## src/rtl/nibble_compare_sequencer.sv

```systemverilog
// nibble_compare_sequencer
//   Initiator side of a shared 4-bit comparator. It latches two WIDTH-bit unsigned operands and
//   presents them to the comparator one nibble at a time, MSB nibble first. It then folds the
//   per-nibble eq/lt/gt answers into a registered magnitude result.
//
//   Optional feature macro: EARLY_EXIT_EN
//     defined   - leave the scan on the edge that samples the first unequal nibble
//     undefined - always scan all N nibbles; result locked at the first unequal nibble
//
// Parameters
//   WIDTH    operand width, multiple of 4 and >= 4 (N = WIDTH/4 nibbles)
// Ports
//   clk, rst_n               clock, asynchronous active-low reset
//   start, a, b              compare request and operands (sampled in idle only)
//   busy, done               busy in compare/done states; done is a one-cycle pulse
//   eq, lt, gt               registered result, held until the next accepted start
//   cmp_a, cmp_b             registered nibbles driven to the external comparator
//   cmp_eq, cmp_lt, cmp_gt   same-cycle comparator response
module nibble_compare_sequencer #(
  parameter int unsigned WIDTH = 8
) (
  input  logic             clk,
  input  logic             rst_n,
  input  logic             start,
  input  logic [WIDTH-1:0] a,
  input  logic [WIDTH-1:0] b,
  output logic             busy,
  output logic             done,
  output logic             eq,
  output logic             lt,
  output logic             gt,
  output logic [3:0]       cmp_a,
  output logic [3:0]       cmp_b,
  input  logic             cmp_eq,
  input  logic             cmp_lt,
  input  logic             cmp_gt
);

  localparam int unsigned N    = WIDTH / 4;
  localparam int unsigned IdxW = (N > 1) ? $clog2(N) : 1;

  typedef enum logic [1:0] {StIdle, StCmp, StDone} state_e;

  state_e            r_state, w_state_nxt;
  logic [WIDTH-1:0]  r_a, r_b, w_a_nxt, w_b_nxt;
  logic [IdxW-1:0]   r_idx, w_idx_nxt, w_idx_dec;
  logic              r_decided, w_decided_nxt;
  logic              r_eq, r_lt, r_gt, w_eq_nxt, w_lt_nxt, w_gt_nxt;
  logic [3:0]        r_cmp_a, r_cmp_b, w_cmp_a_nxt, w_cmp_b_nxt;

  // Comparator response decode: gt beats lt, lt beats eq, all-zero reads as eq.
  logic w_nib_gt, w_nib_lt, w_nib_eq, w_unequal, w_new_dec, w_last, w_leave;

  assign w_nib_gt  = cmp_gt;
  assign w_nib_lt  = cmp_lt & ~cmp_gt;
  assign w_nib_eq  = cmp_eq | ~(cmp_lt | cmp_gt);
  assign w_unequal = w_nib_gt | w_nib_lt;
  assign w_last    = (r_idx == '0);
  assign w_idx_dec = r_idx - 1'b1;
  assign w_new_dec = ~r_decided & w_unequal;

`ifdef EARLY_EXIT_EN
  assign w_leave = w_last | w_new_dec;
`else
  assign w_leave = w_last;
`endif

  always_comb begin
    w_state_nxt   = r_state;
    w_a_nxt       = r_a;
    w_b_nxt       = r_b;
    w_idx_nxt     = r_idx;
    w_decided_nxt = r_decided;
    w_eq_nxt      = r_eq;
    w_lt_nxt      = r_lt;
    w_gt_nxt      = r_gt;
    w_cmp_a_nxt   = r_cmp_a;
    w_cmp_b_nxt   = r_cmp_b;
    unique case (r_state)
      StIdle: begin
        if (start) begin
          w_a_nxt       = a;
          w_b_nxt       = b;
          w_idx_nxt     = IdxW'(N - 1);
          w_decided_nxt = 1'b0;
          w_eq_nxt      = 1'b0;
          w_lt_nxt      = 1'b0;
          w_gt_nxt      = 1'b0;
          w_cmp_a_nxt   = a[WIDTH-1 -: 4];
          w_cmp_b_nxt   = b[WIDTH-1 -: 4];
          w_state_nxt   = StCmp;
        end
      end
      StCmp: begin
        if (w_new_dec) begin
          w_lt_nxt      = w_nib_lt;
          w_gt_nxt      = w_nib_gt;
          w_decided_nxt = 1'b1;
        end else if (!r_decided && w_last && w_nib_eq) begin
          w_eq_nxt = 1'b1;
        end
        if (w_leave) begin
          // Comparator inputs hold their last nibble; the next nibble is never presented.
          w_state_nxt = StDone;
        end else begin
          w_idx_nxt   = w_idx_dec;
          w_cmp_a_nxt = r_a[{w_idx_dec, 2'b00} +: 4];
          w_cmp_b_nxt = r_b[{w_idx_dec, 2'b00} +: 4];
        end
      end
      StDone: w_state_nxt = StIdle;
      default: w_state_nxt = StIdle;
    endcase
  end

  always_ff @(posedge clk or negedge rst_n) begin
    if (!rst_n) begin
      r_state   <= StIdle;
      r_a       <= '0;
      r_b       <= '0;
      r_idx     <= IdxW'(N - 1);
      r_decided <= 1'b0;
      r_eq      <= 1'b0;
      r_lt      <= 1'b0;
      r_gt      <= 1'b0;
      r_cmp_a   <= '0;
      r_cmp_b   <= '0;
    end else begin
      r_state   <= w_state_nxt;
      r_a       <= w_a_nxt;
      r_b       <= w_b_nxt;
      r_idx     <= w_idx_nxt;
      r_decided <= w_decided_nxt;
      r_eq      <= w_eq_nxt;
      r_lt      <= w_lt_nxt;
      r_gt      <= w_gt_nxt;
      r_cmp_a   <= w_cmp_a_nxt;
      r_cmp_b   <= w_cmp_b_nxt;
    end
  end

  assign busy  = (r_state != StIdle);
  assign done  = (r_state == StDone);
  assign eq    = r_eq;
  assign lt    = r_lt;
  assign gt    = r_gt;
  assign cmp_a = r_cmp_a;
  assign cmp_b = r_cmp_b;

endmodule

```

## config.mk

```make
export PLATFORM = sky130hd
export DESIGN_NAME = nibble_compare_sequencer
export DESIGN_NICKNAME = d
export VERILOG_FILES = /design/src/rtl/nibble_compare_sequencer.sv
export SDC_FILE = /design/constraint.sdc
export NUM_CORES = 1
export LEC_CHECK = 0
export BUFFER_PORTS_ARGS = -buffer_cell sky130_fd_sc_hd__buf_2
export CELL_PAD_IN_SITES_DETAIL_PLACEMENT = 0
export CELL_PAD_IN_SITES_GLOBAL_PLACEMENT = 1
export CORE_ASPECT_RATIO = 0.9
export CORE_UTILIZATION = 33
export DETAILED_ROUTE_END_ITERATION = 8
export PLACE_DENSITY = 0.7
export SETUP_SLACK_MARGIN = 0.15
export SLEW_MARGIN = 30
export SYNTH_ARGS = -nofsm -noshare
export SYNTH_HDL_FRONTEND = slang
export SYNTH_SLANG_ARGS = --single-unit
export TNS_END_PERCENT = 30
```

## constraint.sdc

```tcl
create_clock -name clk -period 1.4 [get_ports clk]
set_clock_uncertainty 0.05 [all_clocks]
set_input_delay 0.28 -clock clk [delete_from_list [all_inputs] [get_ports clk]]
set_output_delay 0.28 -clock clk [all_outputs]
set_load 0.01 [all_outputs]
```

==> run summary <==
Synth Net Count: 141
DR vias: 1018
Clock Power Share: 0.103
CP most frequent cell: buf_6
Slowest-stage cell, CP: dfrtp_2
maxcap violations: 0
worst hold path depth: 3
vias in the first global route: 1057
Clock Tree Buf Depth: 2
combinational share of power: 0.563
WP buf/inv: 2
Total Routing Usage GR: 0.164
Pleak: 0.862 nW
half-perimeter wire length after detailed placement: 1880 um
Slew @ Worst Pin: 0.555 ns
DR top layer: met4
first-pass GRT wire length: 4620 um
antenna violations before repair: 0
Crit Path Class: reg2out
setup violators final: 17
IO buf count: 33
CTS tree: yes
worst hold path class: in2reg
Remaining Overflow, GRT: 0
post-synthesis sequential area ratio: 0.555
cell family with the largest share of critical-path delay: flip-flops
WL per Instance: 13.7 um
worst-skew pair later-pin latency: 0.27 ns
die area: 3660 um2
syn avg cell area: 9.48 um2
PD cells: 2420 nW/um2
multi-input logic area: 591 um2
Worst R2R Start: r_state[0]
worst vdd ir: 1170 uV
H-tree Lvls: 1
crit end category: output port
nature of the critical path startpoint: flop
Placement Rows: 19
clk sinks: 25
critical-path cell list: buf_6 -> or2_4 -> buf_6
CTS root buf: clkbuf_8
Placer Congestion: 0.683
DRC: 0
Worst slew margin: 0.630
final hold violation count: 0
worst path required time: 1.07 ns
area growth from synthesis to layout: 51.7%
Die Width: 63.6 um
fmax: 0.669 GHz
number of synthesized register bits: 25
Synth Instances: 119
data arrival time of the critical path: 1.16 ns
filler instances: 302
unrepaired setup endpoints after global routing: true
initial drt markers: 21
WHS: 0.144 ns
fin crit share: 1.07
switching share of power: 0.377
FF/Latch Area: 628 um2
Power Internal: 2.59 mW
min-delay src: a[0]
Seq pwr share: 0.335
Die Ht: 57.5 um
M1 WL: 1250 um
Hold Path Sink: r_a[0]
antenna-violating nets left: 0
Reg2Reg Depth: 5
register-to-register path setup slack: -0.04 ns
violated checks: setup timing
number of synthesized flops with an enable pin: 0
Setup Slack @ Placement: -0.0290 ns
Num CTS Buffers: 3
core area: 3160 um2
Pre-antenna DRT Iters: 4
Syn Std Cell Area: 1130 um2
Routed WL: 2860 um
Psw: 1.56 mW
top_reg_cell synth: dfrtp_1
layout cells sized above 1: 0.557
met2 wire length: 1470 um
Max FO, Critical Path: 2
yosys warns: 0
reg2reg end: cmp_b[3]
initial cell density of the core: 0.357
outcome: finished with violations
Nets: 190
fin. max-slew vios: 0
Yosys cell types: 27
io pins: 35
fin crit period: 1.49 ns
Crit path largest cell delay: 0.42 ns
largest net degree at the start of global routing: 26
Ant. Diodes: 0
Met3 Routed Length: 105 um
Async S/R FF share, synth: 1.00
Clk pin slew, worst setup/hold paths: 0.09 ns
Setup WS post-layout: -0.0937 ns
final setup TNS: -0.468 ns
vias per inst: 4.87
==> final cells by class <==
cell class,instances,share of cell area
inverter,3,0.00658
clock buffer,3,0.0241
clock inverter,1,0.00292
sequential,25,0.367
multi-input combinational,83,0.345
timing repair buffer,52,0.224
tap,42,0.0307
==> logic make-up after synthesis <==
group	after synthesis	synth area share
and+or+nand+nor	56	0.221
DFF	25	0.555
AOI/OAI and AO/OA	22	0.135
buffers and inverters	11	0.0421
muxes	5	0.0466
==> Yosys cell counts (2+ instances only) <==
cell type / n / area share
mux2_1: 2 / 0.020
inv_1: 3 / 0.010
nor2_1: 7 / 0.023
nand2_1: 39 / 0.13
buf_2: 5 / 0.022
a21oi_1: 9 / 0.040
a2bb2oi_1: 5 / 0.039
o221ai_1: 2 / 0.016
mux2i_1: 3 / 0.027
dfrtp_1: 24 / 0.53
clkbuf_1: 3 / 0.010
nor2b_1: 2 / 0.011
==> routing by layer <==
metal | GRT usage | vias up
met4 | 0.0487 | 0
met1 | 0.190 | 497
met5 | 0 | -
met2 | 0.302 | 24
li1 | - | 492
met3 | 0.0340 | 5
==> power groups by stage <==
stage	Combinational [mW]	Clock, mW	Sequential, mW
after global routing	2.55	0.470	1.43
after floorplan	0.944	0	1.36
after global placement	1.51	0	1.32
after detailed placement	1.56	0	1.34
final	2.34	0.426	1.39
after CTS	1.97	0.432	1.33
==> worst max-delay path by stage <==
stage / from / end / slack (ns) / cells after the start
after global routing: r_state[0] / busy / -0.12 / 3
after global placement: r_state[0] / cmp_a[2] / -0.004 / 4
final: r_state[0] / busy / -0.09 / 3
after floorplan: r_idx / cmp_b[1] / -0.0002 / 4
after detailed placement: r_idx / cmp_b[1] / -0.03 / 3
after CTS: r_state[1] / busy / -0.08 / 3
==> timing repair <==
| action | CTS | global route |
|---|---|---|
| endpoints found under the setup margin | 22 | 24 |
| gates resized for setup | 19 | 33 |
| hold endpoints to repair | 24 | 0 |
| cloned | 0 | 1 |
| pin swaps | 14 | 15 |
| hold buffers | 1 | 0 |
| buffers inserted | 8 | 0 |
==> placed cells by master, fill, tap and decap left out <==
master | netlist | final
clkbuf_8 | 0 | 3
a22oi_1 | 1 | 1
a32oi_1 | 1 | 1
buf_6 | 0 | 10
inv_2 | 0 | 1
nor3b_4 | 0 | 1
buf_12 | 0 | 1
nand2_1 | 39 | 21
buf_4 | 0 | 8
nor2_4 | 0 | 1
a21boi_0 | 1 | 1
a21oi_2 | 0 | 3
clkbuf_16 | 0 | 1
and3b_2 | 0 | 1
buf_2 | 5 | 31
a22o_1 | 1 | 1
dfrtp_1 | 24 | 23
or2_4 | 0 | 2
a21oi_1 | 9 | 6
nor4bb_1 | 1 | 1
o22a_1 | 1 | 1
nor2_1 | 7 | 6
nor2b_2 | 0 | 2
nand2_4 | 0 | 4
mux2i_1 | 3 | 3
inv_1 | 3 | 2
a2bb2oi_2 | 0 | 4
dlygate4sd3_1 | 0 | 1
clkinv_2 | 0 | 1
or3b_4 | 0 | 1
nand2_2 | 0 | 14
a2bb2oi_1 | 5 | 1
dfrtp_2 | 0 | 1
nor3_1 | 1 | 1
o21ai_0 | 1 | 1
mux2_4 | 0 | 2
o221ai_1 | 2 | 2
dfstp_2 | 1 | 1
nand2b_1 | 1 | 1
==> worst min-delay path, stage by stage <==
cell	delay [ns]
buf_2	0.07
nand2_1	0.04
nand2_1	0.04
==> registers in the layout (all words and copies together) (netlist names) <==
signal and cells:
r_idx 1, lt 1, cmp_b 4, r_a 4
gt 1, r_decided 1, cmp_a 4, eq 1
r_b 6, r_state 2
==> per-stage QoR <==
step / instances / power (mW) / instance area (um2) / utilization
2_1_floorplan: 119 / 2.30 / 1130 / -
3_3_place_gp: 195 / 2.83 / 1390 / 0.440
3_5_place_dp: 195 / 2.90 / 1390 / 0.440
4_1_cts: 208 / 3.73 / 1570 / 0.497
5_1_grt: 209 / 4.45 / 1710 / 0.541
6_report: 209 / 4.15 / 1710 / 0.541
Note: power is estimated with default switching activity, not from simulation.
